<file path="config.mk">
export PLATFORM = sky130hd
export DESIGN_NAME = dual_bus_mem_bridge
export DESIGN_NICKNAME = d
export VERILOG_FILES = /design/src/rtl/dual_bus_mem_bridge.sv
export SDC_FILE = /design/constraint.sdc
export NUM_CORES = 1
export LEC_CHECK = 0
export ABC_AREA = 1
export CAP_MARGIN = 10
export CORE_ASPECT_RATIO = 0.9
export CORE_MARGIN = 4
export CORE_UTILIZATION = 41
export CTS_CLUSTER_DIAMETER = 80
export DETAILED_ROUTE_END_ITERATION = 7
export PLACE_DENSITY_LB_ADDON = 0.3
export SETUP_SLACK_MARGIN = 0.5
export SLEW_MARGIN = 0
export SYNTH_ARGS = -nofsm -noshare
export SYNTH_HDL_FRONTEND = slang
export SYNTH_SLANG_ARGS = --single-unit
</file>
<file path="constraint.sdc">
create_clock -name clk -period 1.5 [get_ports clk]
set_input_delay 0.225 -clock clk [delete_from_list [all_inputs] [get_ports clk]]
set_output_delay 0.225 -clock clk [all_outputs]
set_load 0.02 [all_outputs]
</file>
<file path="src/rtl/dual_bus_mem_bridge.sv">
// Arbitrates an instruction read port and a data read/write port onto one
// single-outstanding memory request channel, rebasing addresses by BASE_ADDR.
module dual_bus_mem_bridge #(
  parameter int              AW        = 32,
  parameter int              DW        = 32,
  parameter logic [AW-1:0]   BASE_ADDR = 32'h8000_0000,
  parameter int              PRIO_RR   = 0,
  localparam int             MW        = DW / 8
) (
  input  logic          clk,
  input  logic          rst,
  input  logic          ibus_req,
  input  logic [AW-1:0] ibus_addr,
  output logic [DW-1:0] ibus_rdata,
  output logic          ibus_ready,
  input  logic          dbus_req,
  input  logic          dbus_we,
  input  logic [AW-1:0] dbus_addr,
  input  logic [DW-1:0] dbus_wdata,
  input  logic [MW-1:0] dbus_mask,
  output logic [DW-1:0] dbus_rdata,
  output logic          dbus_ready,
  output logic          mem_req,
  output logic          mem_we,
  output logic [AW-1:0] mem_addr,
  output logic [DW-1:0] mem_wdata,
  output logic [MW-1:0] mem_mask,
  input  logic [DW-1:0] mem_rdata,
  input  logic          mem_ack
);

  typedef enum logic [1:0] {
    IDLE = 2'd0,
    REQ  = 2'd1,
    RESP = 2'd2
  } state_t;

  state_t        state_q, state_d;
  logic          gnt_dbus_q, gnt_dbus_d;
  logic          last_dbus_q, last_dbus_d;
  logic          we_q, we_d;
  logic [AW-1:0] addr_q, addr_d;
  logic [DW-1:0] wdata_q, wdata_d;
  logic [MW-1:0] mask_q, mask_d;
  logic [DW-1:0] irdata_q, irdata_d;
  logic [DW-1:0] drdata_q, drdata_d;
  logic          pick_dbus;

  // Round-robin only matters on a tie: the port not served last goes first.
  always_comb begin
    if ((PRIO_RR != 0) && ibus_req && dbus_req) begin
      pick_dbus = !last_dbus_q;
    end else begin
      pick_dbus = dbus_req;
    end
  end

  always_comb begin
    state_d     = state_q;
    gnt_dbus_d  = gnt_dbus_q;
    last_dbus_d = last_dbus_q;
    we_d        = we_q;
    addr_d      = addr_q;
    wdata_d     = wdata_q;
    mask_d      = mask_q;
    irdata_d    = irdata_q;
    drdata_d    = drdata_q;
    case (state_q)
      IDLE: begin
        if (ibus_req || dbus_req) begin
          state_d     = REQ;
          gnt_dbus_d  = pick_dbus;
          last_dbus_d = pick_dbus;
          if (pick_dbus) begin
            we_d    = dbus_we;
            addr_d  = dbus_addr - BASE_ADDR;
            wdata_d = dbus_wdata;
            mask_d  = dbus_mask;
          end else begin
            we_d    = 1'b0;
            addr_d  = ibus_addr - BASE_ADDR;
            wdata_d = '0;
            mask_d  = '1;
          end
        end
      end
      REQ: begin
        if (mem_ack) begin
          if (!we_q) begin
            if (gnt_dbus_q) drdata_d = mem_rdata;
            else            irdata_d = mem_rdata;
          end
          state_d = RESP;
        end
      end
      RESP:    state_d = IDLE;
      default: state_d = IDLE;
    endcase
  end

  always_ff @(posedge clk or negedge rst) begin
    if (!rst) begin
      state_q     <= IDLE;
      gnt_dbus_q  <= 1'b0;
      last_dbus_q <= 1'b0;
      we_q        <= 1'b0;
      addr_q      <= '0;
      wdata_q     <= '0;
      mask_q      <= '0;
      irdata_q    <= '0;
      drdata_q    <= '0;
    end else begin
      state_q     <= state_d;
      gnt_dbus_q  <= gnt_dbus_d;
      last_dbus_q <= last_dbus_d;
      we_q        <= we_d;
      addr_q      <= addr_d;
      wdata_q     <= wdata_d;
      mask_q      <= mask_d;
      irdata_q    <= irdata_d;
      drdata_q    <= drdata_d;
    end
  end

  // Outputs decode straight from registered state, so reset clears them at once.
  assign mem_req    = (state_q == REQ);
  assign mem_we     = we_q;
  assign mem_addr   = addr_q;
  assign mem_wdata  = wdata_q;
  assign mem_mask   = mask_q;
  assign ibus_rdata = irdata_q;
  assign dbus_rdata = drdata_q;
  assign ibus_ready = (state_q == RESP) && !gnt_dbus_q;
  assign dbus_ready = (state_q == RESP) && gnt_dbus_q;

endmodule

</file>
## After elaboration in Yosys (flattened, before gate mapping)

Index checks and enable logic that the tools add are counted.

- Register bits: 136
- Input port bits: 138
- Output and inout port bits: 136
- Logic and storage cells: 32

- Add/sub/neg operators: 2
- Equality and inequality tests: 4
- Mux-type cells: 7
- Bitwise operators: 2
- Reduce and logical (&&, ||, !) cells: 9

Operators by type and width:

| cell | count |
|---|---|
| 2-to-1 mux 32 bit | 2 |
| subtractor 32 bit (second input constant) | 2 |
| AND reduction 4 bit | 2 |
| 2-to-1 mux 2 bit | 2 |
| 2-to-1 mux 4 bit | 1 |
| case mux 2 bit (2 select lines) | 1 |
| AND reduction 2 bit | 2 |
| equality test 2 x 1 -> 1 bit (second input constant) | 1 |
| equality test 2 bit (second input constant) | 1 |
| logical AND 1 bit | 2 |
| zero test 2 bit | 1 |
| inequality test 2 x 1 -> 1 bit (second input constant) | 1 |
| inequality test 2 bit (second input constant) | 1 |
| NOT 1 bit | 2 |
| zero test 1 bit | 1 |
| logical OR 1 bit | 1 |
| 2-to-1 mux 1 bit | 1 |

## Logic depth before layout (Yosys ltp)

Gate-level depths: netlist (run 1).

- Depth in word-level cells: 3
- Gate-level depth with buffers: 7

## Worst setup path before layout (run 1)

Ideal clock, no wire load.

- Path kind: register to register
- From: register we_q (netlist: mem_we)
- To: register irdata_q[10] (netlist: ibus_rdata[10])
- Setup time: 0.117 ns
- Data arrival time: 1.145 ns
- Data required time: 1.383 ns
- Setup slack: 0.238 ns
- Stages on the path, launching flop included: 6
- Path buffers: 1
- Period minus slack after synthesis: 1.262 ns
- Cells stage by stage: dfrtp_1 -> nor2_1 -> nand3_1 -> buf_2 -> nand2_1 -> nand2_1

- Cells in the longest elaborated chain, start to end: 2

RTL lines:

| element | RTL line | text |
|---|---|---|
| from (decl) | 41 | `logic we_q, we_d;` |
| from (signal assigned) | 116 | `we_q <= we_d;` |
| NOT 1 bit (no line) | n/a |  |
| AND reduction 4 bit (no line) | n/a |  |
| to (signal assigned) | 120 | `irdata_q <= irdata_d;` |
| to (decl) | 45 | `logic [DW-1:0] irdata_q, irdata_d;` |

Every way passes these cells.
A chain may end at the register's enable or synchronous reset.

## Worst setup path in the final report (run 1)

- From: register state_q[0]
- To: register drdata_q[8] (netlist: dbus_rdata[8])

- Cells in the longest elaborated chain, start to end: 2

RTL lines:

| element | RTL line | text |
|---|---|---|
| from (decl) | 38 | `state_t state_q, state_d;` |
| from (signal assigned) | 113 | `state_q <= state_d;` |
| equality test 2 x 1 -> 1 bit | 68 | `case (state_q)` |
| AND reduction 4 bit (no line) | n/a |  |
| to (signal assigned) | 121 | `drdata_q <= drdata_d;` |
| to (decl) | 46 | `logic [DW-1:0] drdata_q, drdata_d;` |

Every way passes these cells.

==> metrics.txt, run 1 <==
total placed cells including tap cells 1,128; Worst Max-Slew Pin Slew 0.446 ns; remaining antenna violation count after routing 0; WL per Instance 21.1 µm; initial core utilization 42.4%; Std-Cell Rows 40; CP Launch Type register; Remaining DRCs 0; most used cell along the critical path buf_12; CP max stage delay 0.45 ns; Internal 16.5 mW; CP max stage cell dfrtp_2; Die Area 0.0159 mm²; PortBufs 273; clock root buffer clkbuf_16; Post-Syn Area 0.00573 mm²; Setup WS post-layout -0.0696 ns; dpl ws -0.0661 ns; Max Clock Freq 637 MHz; period utilisation layout 105%; final net count 1,266; core area 0.0135 mm²; initial antenna violation count 0; layout cells sized above 1 47.5%; clock latency on the worst-skew pair 0.43 ns; global route overflow 0; Hold Crit Class input pin to register; Slew Limit Fails 0; CTS tree built; Crit Path Class register to register; IO Pins 274; Power Dens Cells 2340 mW/mm²; Seq pwr share 25.4%; Leak 6.10 nW; die width 133 µm; Filler Cell Count 587; relative max-transition margin 70.3%; leading cell type in the layout, fill and taps excluded nand2_1; vias per std cell 5.30; Pre-antenna DRT Iters 5; Cell Chain, Critical Path inv_2 > nor2_4 > buf_6 > buf_12 > nand3_4 > buf_12 > nand2_2 > nand2_1; Hold Path Depth 3; post-synthesis cell type count 18; Power Total 27.9 mW; final std cells w/o fill 1,308; YS warnings 0; Hold Vio Cnt, Final 0; final WL 27,600 µm; Worst Clk Skew 0.0121 ns; Max FO, Critical Path 22; Reg clk slew, reported paths 0.06 ns; commonest cells after routing, fill and taps aside nand2_1, buf_6, buf_4, clkdlybuf4s50_1, dfrtp_1; Critical Path End Type register; Sw Pwr 11.4 mW; final setup violation count 6; power share of the clock group 16.4%; status complete, but fails checks; vias in the first global route 6,096; GP Congestion 0.816; largest net degree at the start of global routing 43; worst path arrival time 1.92 ns; All-Layer GR Usage 26.3%; Vias 6,934; CP required 1.85 ns; floorplan die height 120 µm; Mapped Cells 699; sw frac 41.0%; register area share after synthesis 59.4%; failing checks setup timing; detailed placer's ending HPWL 12,900 µm; Syn Area/Cell 8.19 µm²; H-tree depth 4; clock sink count 136; Mapped Nets 837; Num CTS Buffers 17; Logic pwr share 58.2%; drt initial violations 554; RSZ-0062 raised after global routing true; # diodes 0; Max rail drop VDD 0.00119 V; Final min period 1.57 ns; first-pass GRT wire length 32,800 µm; FF-to-FF path depth 8; Area Growth Syn to Fin 108%; count of state elements after synthesis 136; # Max-Cap Violations 0; Clock Path Buffers 2
synth_stat cells:
library cell  number  area [µm²]
inv_2              1        3.75
o21ai_0            5        25.0
clkbuf_1          11        41.3
buf_4              7        52.6
o21ai_1            1        5.00
clkinv_1           1        3.75
dfrtp_1          136        3400
nor2_4             2        22.5
nand3_1           36         180
nor3_1             1        5.00
buf_1              2        7.51
and3_1             1        6.26
o31ai_1            1        7.51
nand4_1           32         200
nor2_1             6        22.5
nand2_1          427        1600
buf_2             24         120
inv_1              5        18.8
layer usage:
metal | share of wire, % | track usage [%] | routed length, µm
met3 | 9.1 | 8.72 | 2500
met1 | 35 | 30.6 | 9760
met5 | 0 | 0 | 0
met4 | 4.0 | 9.03 | 1100
met2 | 52 | 45.6 | 14200
final timing paths:
kind,slack (ns),end,startpoint
setup / recovery,-0.07,dbus_rdata[8]$_DFFE_PN0P_,state_q[0]$_DFFE_PN0P_
hold / removal,0.24,gnt_dbus_q$_DFFE_PN0P_,dbus_req
setup reg to reg,-0.07,dbus_rdata[8]$_DFFE_PN0P_,state_q[0]$_DFFE_PN0P_
hold reg to reg,0.49,mem_wdata[16]$_DFFE_PN0P_,mem_wdata[16]$_DFFE_PN0P_
max in group asynchronous,0.62,state_q[1]$_DFFE_PN0P_,rst
min in group asynchronous,0.28,dbus_rdata[29]$_DFFE_PN0P_,rst
state kept, by name (all words and copies together), names as in the netlist:
signal,flops
dbus_rdata,32
mem_we,1
gnt_dbus_q,1
mem_wdata,32
ibus_rdata,32
mem_addr,32
mem_mask,4
state_q,2
cell type report:
type / instances / area (µm²) / area share, %
clock buffers: 20 / 457 / 3.84
well taps: 168 / 210 / 1.77
flip-flops and latches: 136 / 3410 / 28.6
clock inverters: 11 / 171 / 1.44
repair buffers: 453 / 4710 / 39.6
inverters: 7 / 26.3 / 0.221
multi-input cells: 513 / 2920 / 24.5
per-stage QoR:
stage / cell area (µm²) / util (%) / setup TNS [ns] / hold WS, ns
after floorplan: 5850 / - / 0 / -0.0706
after global placement: 8860 / 65.6 / -0.255 / 0.170
after detailed placement: 8860 / 65.6 / -1.80 / 0.169
after CTS: 10400 / 76.8 / 0 / 0.177
after global routing: 11900 / 88.0 / -1.14 / 0.241
final: 11900 / 88.0 / -0.151 / 0.237
power by group through the flow:
stage	Combinational (mW)	Clock [mW]	Sequential [mW]
2_1_floorplan	2.99	0	8.40
3_3_place_gp	9.90	0	6.41
3_5_place_dp	10.1	0	6.42
4_1_cts	12.0	4.50	6.74
5_1_grt	17.0	4.76	7.21
6_report	16.2	4.58	7.07
worst max-delay path, delay by kind of cell, from the launching register on:
family | cells | cell delay, ns
buf+inv | 4 | 0.62
flops | 1 | 0.45
simple gates | 4 | 0.39
cell families (layout without fill, tap and decap cells):
family | after synthesis | after routing | share of synthesized area, %
simple gates | 505 | 505 | 35.6
flops | 136 | 136 | 59.4
compound gates | 7 | 8 | 0.655
buf+inv | 51 | 491 | 4.33
what timing repair did:
action                                  in CTS  in global routing
hold buffers                                 1                  0
pin swaps                                    2                 78
buffers inserted                            54                 78
resized for setup                          865                230
cloned                                       6                 10
hold endpoints to repair                    39                  0
endpoints found under the setup margin     271                272
Power figures use the tool's default switching activity.
==> run 2: changes to the inputs <==
- CORE_UTILIZATION: 41 -> 44
- clock period: 1.5 -> 1.9 ns (I/O delays scaled with it)
==> run 2 against run 1 <==
Effect of this change:
- the flow now finishes without violations
- hold slack better by 0.097 ns
- clock power is 25% lower
- setup slack better by 0.40 ns
- sequential cell count stayed put
- count of clock-buffer cells in the layout is 2 lower
- non-clock buffer count is 126 lower
- power is 37% lower
- design area is 16% lower
- register-to-register slack better by 0.40 ns
- via count is 12% lower
- global-route usage is 0.24 points lower
- maximum frequency is 0.29% lower
- largest power group unchanged
==> metrics.txt, run 2 (synthesis gave the netlist of run 1 again) <==
Hold Crit Class input pin to register; Clock Path Buffers 2 (unchanged); core area 0.0127 mm² (-5.8%); setup tns final 0 ns (+0.151 ns); # diodes 0 (unchanged); Buf+Inv Stages, Crit Path 4 (unchanged); Power Dens Cells 1770 mW/mm² (-25%); met3 usage 10.8% (+2.1 points); grt met2 use 43.5% (-2.0 points); area occupied by multi-input gates 0.00252 mm² (-14%); remaining antenna violation count after routing 0 (unchanged); beginning of the critical path state_q[1]$_DFFE_PN0P_; Leak 5.22 nW (-14%); WL per Instance 18.6 µm (-12%); Num CTS Buffers 17 (unchanged); final WL 22,000 µm (-20%); dpl ws 0.205 ns (+0.271 ns); CP Launch Type register; R2R setup slack 0.33 ns (+0.40 ns); Vias 6,077 (-12%); Max rail drop VDD 0.00128 V (+7.8%); die width 128 µm (-3.3%); Area Growth Syn to Fin 74.9%; CP required 2.20 ns (+0.35 ns); final setup violation count 0 (-6); Crit Path Class register to register; Min Hold Slack 0.334 ns (+0.0970 ns); FF/Latch Area 0.00341 mm² (about the same); CTS tree built; fin area 0.0100 mm² (-16%); sw frac 42.0% (+1.1 points); status finished, final reports clean; Remaining DRCs 0 (unchanged); largest net degree at the start of global routing 42 (-2.3%); period utilisation layout 82.8% (-22 points); Logic pwr share 50.8% (-7.4 points); clock sink count 136 (unchanged); final net count 1,140 (-10%); CP max stage delay 0.45 ns (about the same); Setup WS post-layout 0.326 ns (+0.395 ns); clock latency on the worst-skew pair 0.42 ns (about the same); Max Clock Freq 635 MHz (-0.29%); clock root buffer clkbuf_16; initial antenna violation count 0 (unchanged); crit path capture mem_addr[0]$_DFFE_PN0P_; global route overflow 0 (unchanged); PortBufs 273 (unchanged); Max FO, Critical Path 7 (-68%); Reg clk slew, reported paths 0.06 ns (about the same); FF-to-FF path depth 8 (unchanged); Worst path depth 8 (unchanged); Placed Area 0.00868 mm² (-2.1%); Die Area 0.0149 mm² (-6.4%); floorplan die height 116 µm (-3.2%); Hold Vio Cnt, Final 0 (unchanged); GP Congestion 0.777 (-4.7%); grt met1 use 30.4% (-0.18 points); vias per std cell 5.15 (-2.8%); Worst Clk Skew 0.00921 ns (-0.00286 ns); IO Pins 274 (unchanged); RSZ-0062 raised after global routing true; initial core utilization 45.0% (+2.6 points); CP max stage cell dfrtp_2; drt initial violations 435 (-21%); most used cell along the critical path buf_12; Pre-antenna DRT Iters 7 (+2); detailed placer's ending HPWL 13,100 µm (+1.6%); commonest cells after routing, fill and taps aside nand2_1, clkdlybuf4s50_1, dfrtp_1, clkbuf_2, clkdlybuf4s15_2; All-Layer GR Usage 26.0% (-0.24 points); Seq pwr share 29.6% (+4.2 points); Std-Cell Rows 39 (-2.5%); r2r startpoint state_q[1]$_DFFE_PN0P_; vias in the first global route 5,703 (-6.4%); first-pass GRT wire length 29,600 µm (-9.7%); Internal 10.2 mW (-38%); layout cells sized above 1 31.4% (-16 points); leading cell type in the layout, fill and taps excluded nand2_1; # Max-Cap Violations 0 (unchanged); power share of the clock group 19.5% (+3.1 points); Filler Cell Count 831 (+42%); relative max-transition margin 69.2% (-1.0 points); H-tree depth 4 (unchanged); Final min period 1.57 ns (+0.00456 ns); worst path arrival time 1.88 ns (-0.04 ns); Slew Limit Fails 0 (unchanged); Sw Pwr 7.44 mW (-35%); Crit path max-delay family buffers and inverters; Critical Path End Type register; busiest grt layer met2; end of the worst register-to-register path mem_addr[0]$_DFFE_PN0P_; Worst Max-Slew Pin Slew 0.462 ns (+0.0154 ns); Cell Chain, Critical Path buf_6 > nor2_4 > buf_12 > o21ai_4 > buf_12 > buf_16 > nand2_2 > nand2_1
==> run 2: changes by cell type in the layout (fill, tap and decap cells not counted), moves of 30 or more <==
cell / change
nand2_4: -38
buf_6: -137
buf_2: +30
clkdlybuf4s15_2: +49
buf_4: -121
clkbuf_2: +54
nand2_1: +119
nand2_2: -81
==> run 2: timing repair <==
item / in CTS / in global routing
endpoints found under the setup margin: 260 / 221
gates cloned: 5 / 11
pin swaps: 12 / 26
gates resized for setup: 402 / 202
endpoints found under the hold margin: 37 / 0
hold buffers: 1 / 0
buffers inserted: 6 / 11
==> run 2: per-layer routing <==
metal	vias to the layer above	wire length, µm	part of all wire [%]
met3	59	2150	9.8
met2	317	11200	51
met1	2895	7920	36
met4	0	703	3.2
li1	2806	-	-
met5	-	0	0
==> run 2: power by group through the flow <==
stage / Combinational [mW] / Clock, mW / Sequential (mW)
global placement: 7.56 / 0 / 5.05
detailed placement: 7.67 / 0 / 5.08
finish: 8.99 / 3.45 / 5.24
CTS: 8.01 / 3.46 / 5.11
global route: 9.53 / 3.64 / 5.38
floorplan: 2.17 / 0 / 6.62
==> run 2: area by class of cell <==
cell class                      instances  area share (%)
Multi-Input combinational cell        513            25.2
Clock inverter                         14            1.81
Sequential cell                       136            34.0
Clock buffer                           18            4.28
Inverter                                7           0.262
Tap cell                              164            2.05
Timing Repair Buffer                  327            32.4
==> run 2: worst min-delay path by stage <==
stage          startpoint  cells after the start                         to  slack (ns)
6_report          mem_ack                      2     state_q[0]$_DFFE_PN0P_        0.33
5_1_grt           mem_ack                      2     state_q[0]$_DFFE_PN0P_        0.34
4_1_cts          dbus_req                      3  mem_wdata[21]$_DFFE_PN0P_        0.30
3_5_place_dp          rst                      1  ibus_rdata[9]$_DFFE_PN0P_        0.23
3_3_place_gp          rst                      1  ibus_rdata[9]$_DFFE_PN0P_        0.23
2_1_floorplan         rst                      0  dbus_rdata[0]$_DFFE_PN0P_       -0.01
==> run 2: through the flow <==
step	utilization (%)	power, mW	cells
final	78.6	17.7	1179
after global routing	78.6	18.5	1179
after CTS	76.4	16.6	1157
after detailed placement	68.1	12.8	1113
after global placement	68.1	12.6	1113
after floorplan	-	8.79	699
